<file path="config.mk">
export PLATFORM = sky130hd
export DESIGN_NAME = sayuru_port_arbiter
export DESIGN_NICKNAME = d
export VERILOG_FILES = /design/src/rtl/sayuru_arb_pkg.sv /design/src/rtl/sayuru_arb_id_fifo.sv /design/src/rtl/sayuru_port_arbiter.sv
export SDC_FILE = /design/constraint.sdc
export NUM_CORES = 1
export LEC_CHECK = 0
export ABC_AREA = 1
export CORE_AREA = 2 2 104 106
export DETAILED_ROUTE_END_ITERATION = 10
export DIE_AREA = 0 0 106 108
export PLACE_DENSITY = 0.71
export SYNTH_ARGS = -nofsm -noshare
export SYNTH_HDL_FRONTEND = slang
export SYNTH_SLANG_ARGS = --single-unit
export TNS_END_PERCENT = 20
</file>
<file path="constraint.sdc">
create_clock -name clk -period 1.74 [get_ports clk]
set_input_delay 0.261 -clock clk [delete_from_list [all_inputs] [get_ports clk]]
set_output_delay 0.261 -clock clk [all_outputs]
set_load 0.03 [all_outputs]
</file>
<file path="src/rtl/sayuru_arb_pkg.sv">
// Shared types for the sayuru two-port round-robin arbiter.
package sayuru_arb_pkg;

  typedef enum logic {
    ARB_IDLE     = 1'b0,
    ARB_WAIT_GNT = 1'b1
  } arb_state_t;

  typedef logic port_id_t;

  localparam port_id_t PORT_INSTR = 1'b0;
  localparam port_id_t PORT_DATA  = 1'b1;

endpackage

</file>
<file path="src/rtl/sayuru_arb_id_fifo.sv">
// Owner-ID FIFO: records which port received each grant so in-order responses can be routed back.
module sayuru_arb_id_fifo
  import sayuru_arb_pkg::*;
#(
  parameter int unsigned DEPTH = 4,
  localparam int unsigned CNT_W = $clog2(DEPTH) + 1
) (
  input  logic             clk,
  input  logic             rst,
  input  logic             push,
  input  port_id_t         push_id,
  input  logic             pop,
  output port_id_t         head,
  output logic             full,
  output logic             empty,
  output logic [CNT_W-1:0] count
);

  localparam int unsigned PTR_W = $clog2(DEPTH);

  port_id_t               mem_q [DEPTH];
  port_id_t               mem_d [DEPTH];
  logic     [PTR_W-1:0]   wr_ptr_q, wr_ptr_d;
  logic     [PTR_W-1:0]   rd_ptr_q, rd_ptr_d;
  logic     [CNT_W-1:0]   count_q, count_d;
  logic                   do_push, do_pop;

  assign full  = (count_q == CNT_W'(DEPTH));
  assign empty = (count_q == '0);
  assign count = count_q;
  assign head  = mem_q[rd_ptr_q];

  // Pointers wrap naturally because DEPTH is a power of two.
  always_comb begin
    mem_d    = mem_q;
    wr_ptr_d = wr_ptr_q;
    rd_ptr_d = rd_ptr_q;
    do_push  = push & ~full;
    do_pop   = pop & ~empty;
    if (do_push) begin
      mem_d[wr_ptr_q] = push_id;
      wr_ptr_d        = wr_ptr_q + PTR_W'(1);
    end
    if (do_pop) begin
      rd_ptr_d = rd_ptr_q + PTR_W'(1);
    end
    count_d = count_q + CNT_W'(do_push) - CNT_W'(do_pop);
  end

  always_ff @(posedge clk) begin
    if (rst) begin
      mem_q    <= '{default: PORT_INSTR};
      wr_ptr_q <= '0;
      rd_ptr_q <= '0;
      count_q  <= '0;
    end else begin
      mem_q    <= mem_d;
      wr_ptr_q <= wr_ptr_d;
      rd_ptr_q <= rd_ptr_d;
      count_q  <= count_d;
    end
  end

endmodule

</file>
<file path="src/rtl/sayuru_port_arbiter.sv">
// Round-robin arbiter sharing one cache port between instruction fetch (port 0) and LSU (port 1).
// Define SAYURU_ARB_STATS_EN to add per-port 32-bit grant counters.
module sayuru_port_arbiter
  import sayuru_arb_pkg::*;
#(
  parameter int unsigned ADDR_WIDTH      = 16,
  parameter int unsigned DATA_WIDTH      = 32,
  parameter int unsigned MAX_OUTSTANDING = 4
) (
  input  logic                    clk,
  input  logic                    rst,
  input  logic                    p0_req_i,
  output logic                    p0_gnt_o,
  output logic                    p0_rvalid_o,
  input  logic [ADDR_WIDTH-1:0]   p0_addr_i,
  input  logic                    p0_we_i,
  input  logic [DATA_WIDTH/8-1:0] p0_be_i,
  input  logic [DATA_WIDTH-1:0]   p0_wdata_i,
  output logic [DATA_WIDTH-1:0]   p0_rdata_o,
  input  logic                    p1_req_i,
  output logic                    p1_gnt_o,
  output logic                    p1_rvalid_o,
  input  logic [ADDR_WIDTH-1:0]   p1_addr_i,
  input  logic                    p1_we_i,
  input  logic [DATA_WIDTH/8-1:0] p1_be_i,
  input  logic [DATA_WIDTH-1:0]   p1_wdata_i,
  output logic [DATA_WIDTH-1:0]   p1_rdata_o,
  output logic                    out_req_o,
  input  logic                    out_gnt_i,
  input  logic                    out_rvalid_i,
  output logic [ADDR_WIDTH-1:0]   out_addr_o,
  output logic                    out_we_o,
  output logic [DATA_WIDTH/8-1:0] out_be_o,
  output logic [DATA_WIDTH-1:0]   out_wdata_o,
  input  logic [DATA_WIDTH-1:0]   out_rdata_i,
  output logic                    busy_o,
  output logic                    err_o
`ifdef SAYURU_ARB_STATS_EN
  ,
  output logic [31:0]             p0_grant_count_o,
  output logic [31:0]             p1_grant_count_o
`endif
);

  localparam int unsigned CNT_W = $clog2(MAX_OUTSTANDING) + 1;

  arb_state_t       state_q, state_d;
  port_id_t         lock_sel_q, lock_sel_d;
  port_id_t         rr_ptr_q, rr_ptr_d;
  logic             err_q, err_d;
  port_id_t         sel;
  logic             sel_req;
  logic             accept;
  logic             fifo_pop;
  logic             fifo_full, fifo_empty;
  port_id_t         fifo_head;
  logic [CNT_W-1:0] fifo_count;

  // Arbitration, FSM next state and round-robin pointer update.
  always_comb begin
    state_d    = state_q;
    lock_sel_d = lock_sel_q;
    rr_ptr_d   = rr_ptr_q;
    err_d      = err_q;
    sel        = PORT_INSTR;

    if (state_q == ARB_WAIT_GNT) begin
      sel = lock_sel_q;
    end else if (p0_req_i && p1_req_i) begin
      sel = rr_ptr_q;
    end else if (p1_req_i) begin
      sel = PORT_DATA;
    end

    sel_req   = (sel == PORT_DATA) ? p1_req_i : p0_req_i;
    out_req_o = sel_req & ~fifo_full & ~rst;
    accept    = out_req_o & out_gnt_i;
    fifo_pop  = out_rvalid_i & ~fifo_empty & ~rst;

    if (state_q == ARB_IDLE) begin
      if (out_req_o && !out_gnt_i) begin
        state_d    = ARB_WAIT_GNT;
        lock_sel_d = sel;
      end
    end else if (out_gnt_i) begin
      state_d = ARB_IDLE;
    end

    if (accept) begin
      rr_ptr_d = port_id_t'(~sel);
    end
    if (out_rvalid_i && fifo_empty) begin
      err_d = 1'b1;
    end
  end

  assign p0_gnt_o    = accept & (sel == PORT_INSTR);
  assign p1_gnt_o    = accept & (sel == PORT_DATA);
  assign out_addr_o  = (sel == PORT_DATA) ? p1_addr_i  : p0_addr_i;
  assign out_we_o    = (sel == PORT_DATA) ? p1_we_i    : p0_we_i;
  assign out_be_o    = (sel == PORT_DATA) ? p1_be_i    : p0_be_i;
  assign out_wdata_o = (sel == PORT_DATA) ? p1_wdata_i : p0_wdata_i;

  assign p0_rvalid_o = fifo_pop & (fifo_head == PORT_INSTR);
  assign p1_rvalid_o = fifo_pop & (fifo_head == PORT_DATA);
  assign p0_rdata_o  = out_rdata_i;
  assign p1_rdata_o  = out_rdata_i;
  assign busy_o      = (fifo_count != '0);
  assign err_o       = err_q;

  always_ff @(posedge clk) begin
    if (rst) begin
      state_q    <= ARB_IDLE;
      lock_sel_q <= PORT_INSTR;
      rr_ptr_q   <= PORT_INSTR;
      err_q      <= 1'b0;
    end else begin
      state_q    <= state_d;
      lock_sel_q <= lock_sel_d;
      rr_ptr_q   <= rr_ptr_d;
      err_q      <= err_d;
    end
  end

  sayuru_arb_id_fifo #(
    .DEPTH (MAX_OUTSTANDING)
  ) u_id_fifo (
    .clk     (clk),
    .rst     (rst),
    .push    (accept),
    .push_id (sel),
    .pop     (fifo_pop),
    .head    (fifo_head),
    .full    (fifo_full),
    .empty   (fifo_empty),
    .count   (fifo_count)
  );

`ifdef SAYURU_ARB_STATS_EN
  logic [31:0] p0_cnt_q, p0_cnt_d;
  logic [31:0] p1_cnt_q, p1_cnt_d;

  // Grant counters wrap modulo 2^32.
  always_comb begin
    p0_cnt_d = p0_cnt_q;
    p1_cnt_d = p1_cnt_q;
    if (p0_gnt_o) p0_cnt_d = p0_cnt_q + 32'd1;
    if (p1_gnt_o) p1_cnt_d = p1_cnt_q + 32'd1;
  end

  always_ff @(posedge clk) begin
    if (rst) begin
      p0_cnt_q <= '0;
      p1_cnt_q <= '0;
    end else begin
      p0_cnt_q <= p0_cnt_d;
      p1_cnt_q <= p1_cnt_d;
    end
  end

  assign p0_grant_count_o = p0_cnt_q;
  assign p1_grant_count_o = p1_cnt_q;
`endif

endmodule

</file>
==> metrics <==
run status=finished with violations; failing checks=negative setup slack; GPL Wtd Cong=0.800; CP required=1.92 ns; Post-Syn Instances=358; slew of the pin with the lowest slew margin=0.303 ns; DR vias=2650; IO buf count=171; starting density of the core=0.200; IO Pins=268; leakage power=0.00202 µW; layer with the highest usage=met2; Die ar.=0.0114 mm²; Final Core Density=0.402; Num CTS Buffers=3; clock transition at the registers of the reported paths=0.06 ns; layout cells sized above 1=0.328; Residual DRC=0; met1 Track Usage GR=0.193; arrival time at the worst endpoint=2.08 ns; Root Buffer=clkbuf_8; die span in x=106 µm; DRT iter0 DRCs=167; Hold Buf Count CTS=0; flop-to-flop setup slack=-0.16 ns; Post-synth EDFFs=0; largest net degree at the start of global routing=27; vias in the first global route=2498; Area growth syn-to-layout=101%; Vias/cell=4.18; Final Skew=0.000535 ns; Post-Place Cells=612; synth warn=0; critical path startpoint category=flop; fin crit period=1.90 ns; Row Count=37; Area after DPL=0.00351 mm²; initial antenna violation count=3; MaxCap Viol Count=0; fin. max-slew vios=0; Clock Sinks=15; non-filler cells in the finished layout=634; GR met2 Demand/Resource=0.244; Critical R2R Launch=u_id_fifo.count[1]; Reg-to-Reg End=u_id_fifo.count[2]; register area share after synthesis=0.147; CP endpoint=u_id_fifo.count[2]; Synth Cell Area=0.00205 mm²; Worst setup EP type=flop; All-Layer GR Usage=0.151; Detail Route Antenna Nets=0; Final HPWL DP=7020 µm; CTS Buffer Depth=2; H-tree levels=1; #FFs+latches synth=15; slew margin rel.=0.797; Most used DFF post-synth=dfxtp_1; worst reg-to-reg path cell count=10; RSZ-0062 raised after global routing=yes; die height=108 µm; post-synth net total=509; global-route wire length before repair=13300 µm; Synth cell types=27; Final period util=1.09; count of nets after finishing=646; final setup vio count=16; router iterations before antenna repair=4; Critical Path Source=u_id_fifo.count[1]; commonest cells after routing, fill and taps aside=nand2_1, clkdlybuf4s50_1, buf_4; FILL cells=1024; asr flop ratio synth=0; post-route cell area=0.00411 mm²; WS Path Type=reg2reg; Fin. Hold Viols=0; VDD IR max=0.380 mV; Core ar.=0.0102 mm²; Worst-Skew Late Latency=0.25 ns; final worst slack=-0.161 ns; leading cell type in the layout, fill and taps excluded=nand2_1; TritonCTS clock tree=built; global route overflow=0; post-route setup TNS=-0.625 ns; syn_area_per_cell=5.72 µm²; routed wire length=9630 µm; Highest Clock Rate=526 MHz; Hold Path Class=reg2reg; power per cell area=693 mW/mm²; Crit Path Max Fanout=4; Wirelength per Cell=15.2 µm; grt met3 use=0.0458
synthesized netlist by cell type, types with 2 or more instances:
cell	number	area, µm²
a21oi_1	7	35.0
buf_2	2	10.0
nand2_1	182	683
buf_4	72	541
nor2_1	15	56.3
dfxtp_1	15	300
nand4_1	5	31.3
inv_2	3	11.3
o21ai_0	3	15.0
nand3_1	8	40.0
nand2_2	4	25.0
ha_1	6	75.1
inv_1	22	82.6
worst min path at each step:
stage	cells after the start	start	to
global route	4	out_rvalid_i	u_id_fifo.rd_ptr_q[0]
detailed placement	2	err_o	err_o
finish	2	err_o	err_o
global placement	2	err_o	err_o
CTS	2	err_o	err_o
floorplan	1	rst	err_o
area by class of cell:
class,count,area (µm²),share of cell area
sequential,15,309,0.0752
clock buffer,4,45.0,0.0110
timing repair buffer,209,2160,0.525
antenna,4,10.0,0.00244
multi-input combinational,240,1310,0.318
inverter,26,110,0.0268
tap,136,170,0.0414
timing repair:
action / 4_1_cts / 5_1_grt
gates cloned: 5 / 0
setup endpoints to repair: 59 / 58
setup buffers: 5 / 4
resized for setup: 68 / 38
endpoints found under the hold margin: 0 / 0
pin swaps: 16 / 11
stage by stage:
stage	hold WS (ns)	power [µW]	setup slack (ns)
6_report	0.457	2850	-0.161
3_5_place_dp	0.439	2190	-0.438
5_1_grt	0.483	3030	-0.218
2_1_floorplan	0.330	1640	-0.158
3_3_place_gp	0.440	2160	-0.389
4_1_cts	0.449	2670	-0.164
kinds of logic (layout without fill, tap and decap cells):
logic type	Yosys count	count (layout)	synth area share
other cells	0	4	0
xor+xnor	1	1	0.00428
fa+ha+maj	7	7	0.0465
compound gates	12	12	0.0330
flops	15	15	0.147
simple gates	220	220	0.444
buf+inv	103	239	0.326
sequential cells by signal, summed over array words and instances (netlist names):
register	flops
u_id_fifo.wr_ptr_q	2
state_q	1
err_o	1
lock_sel_q	1
u_id_fifo.mem_q	4
rr_ptr_q	1
u_id_fifo.rd_ptr_q	2
u_id_fifo.count	3
where the power goes:
| group | leakage [µW] | total, µW | internal, µW | switching, µW |
|---|---|---|---|---|
| clock network | 0.0000228 | 287 | 162 | 125 |
| registers | 0.000125 | 456 | 406 | 49.8 |
| logic | 0.00188 | 2100 | 1030 | 1080 |
| total | 0.00202 | 2850 | 1600 | 1250 |
critical path, cell delays in order, from the launching register on:
cell and delay [ns]:
dfxtp_2 0.34, inv_4 0.08, nand3_4 0.09, nand2_4 0.08
nor2_4 0.05, ha_4 0.27, inv_2 0.04, ha_4 0.15
fa_2 0.39, or2_4 0.25, a21oi_2 0.10
per-layer routing:
metal | up-vias | wire length (µm) | share of wire
met5 | - | 27 | 0.0028
met4 | 4 | 244 | 0.025
met3 | 33 | 987 | 0.10
met2 | 135 | 4450 | 0.46
met1 | 1188 | 3930 | 0.41
li1 | 1290 | - | -
(Power assumes the default switching activity.)
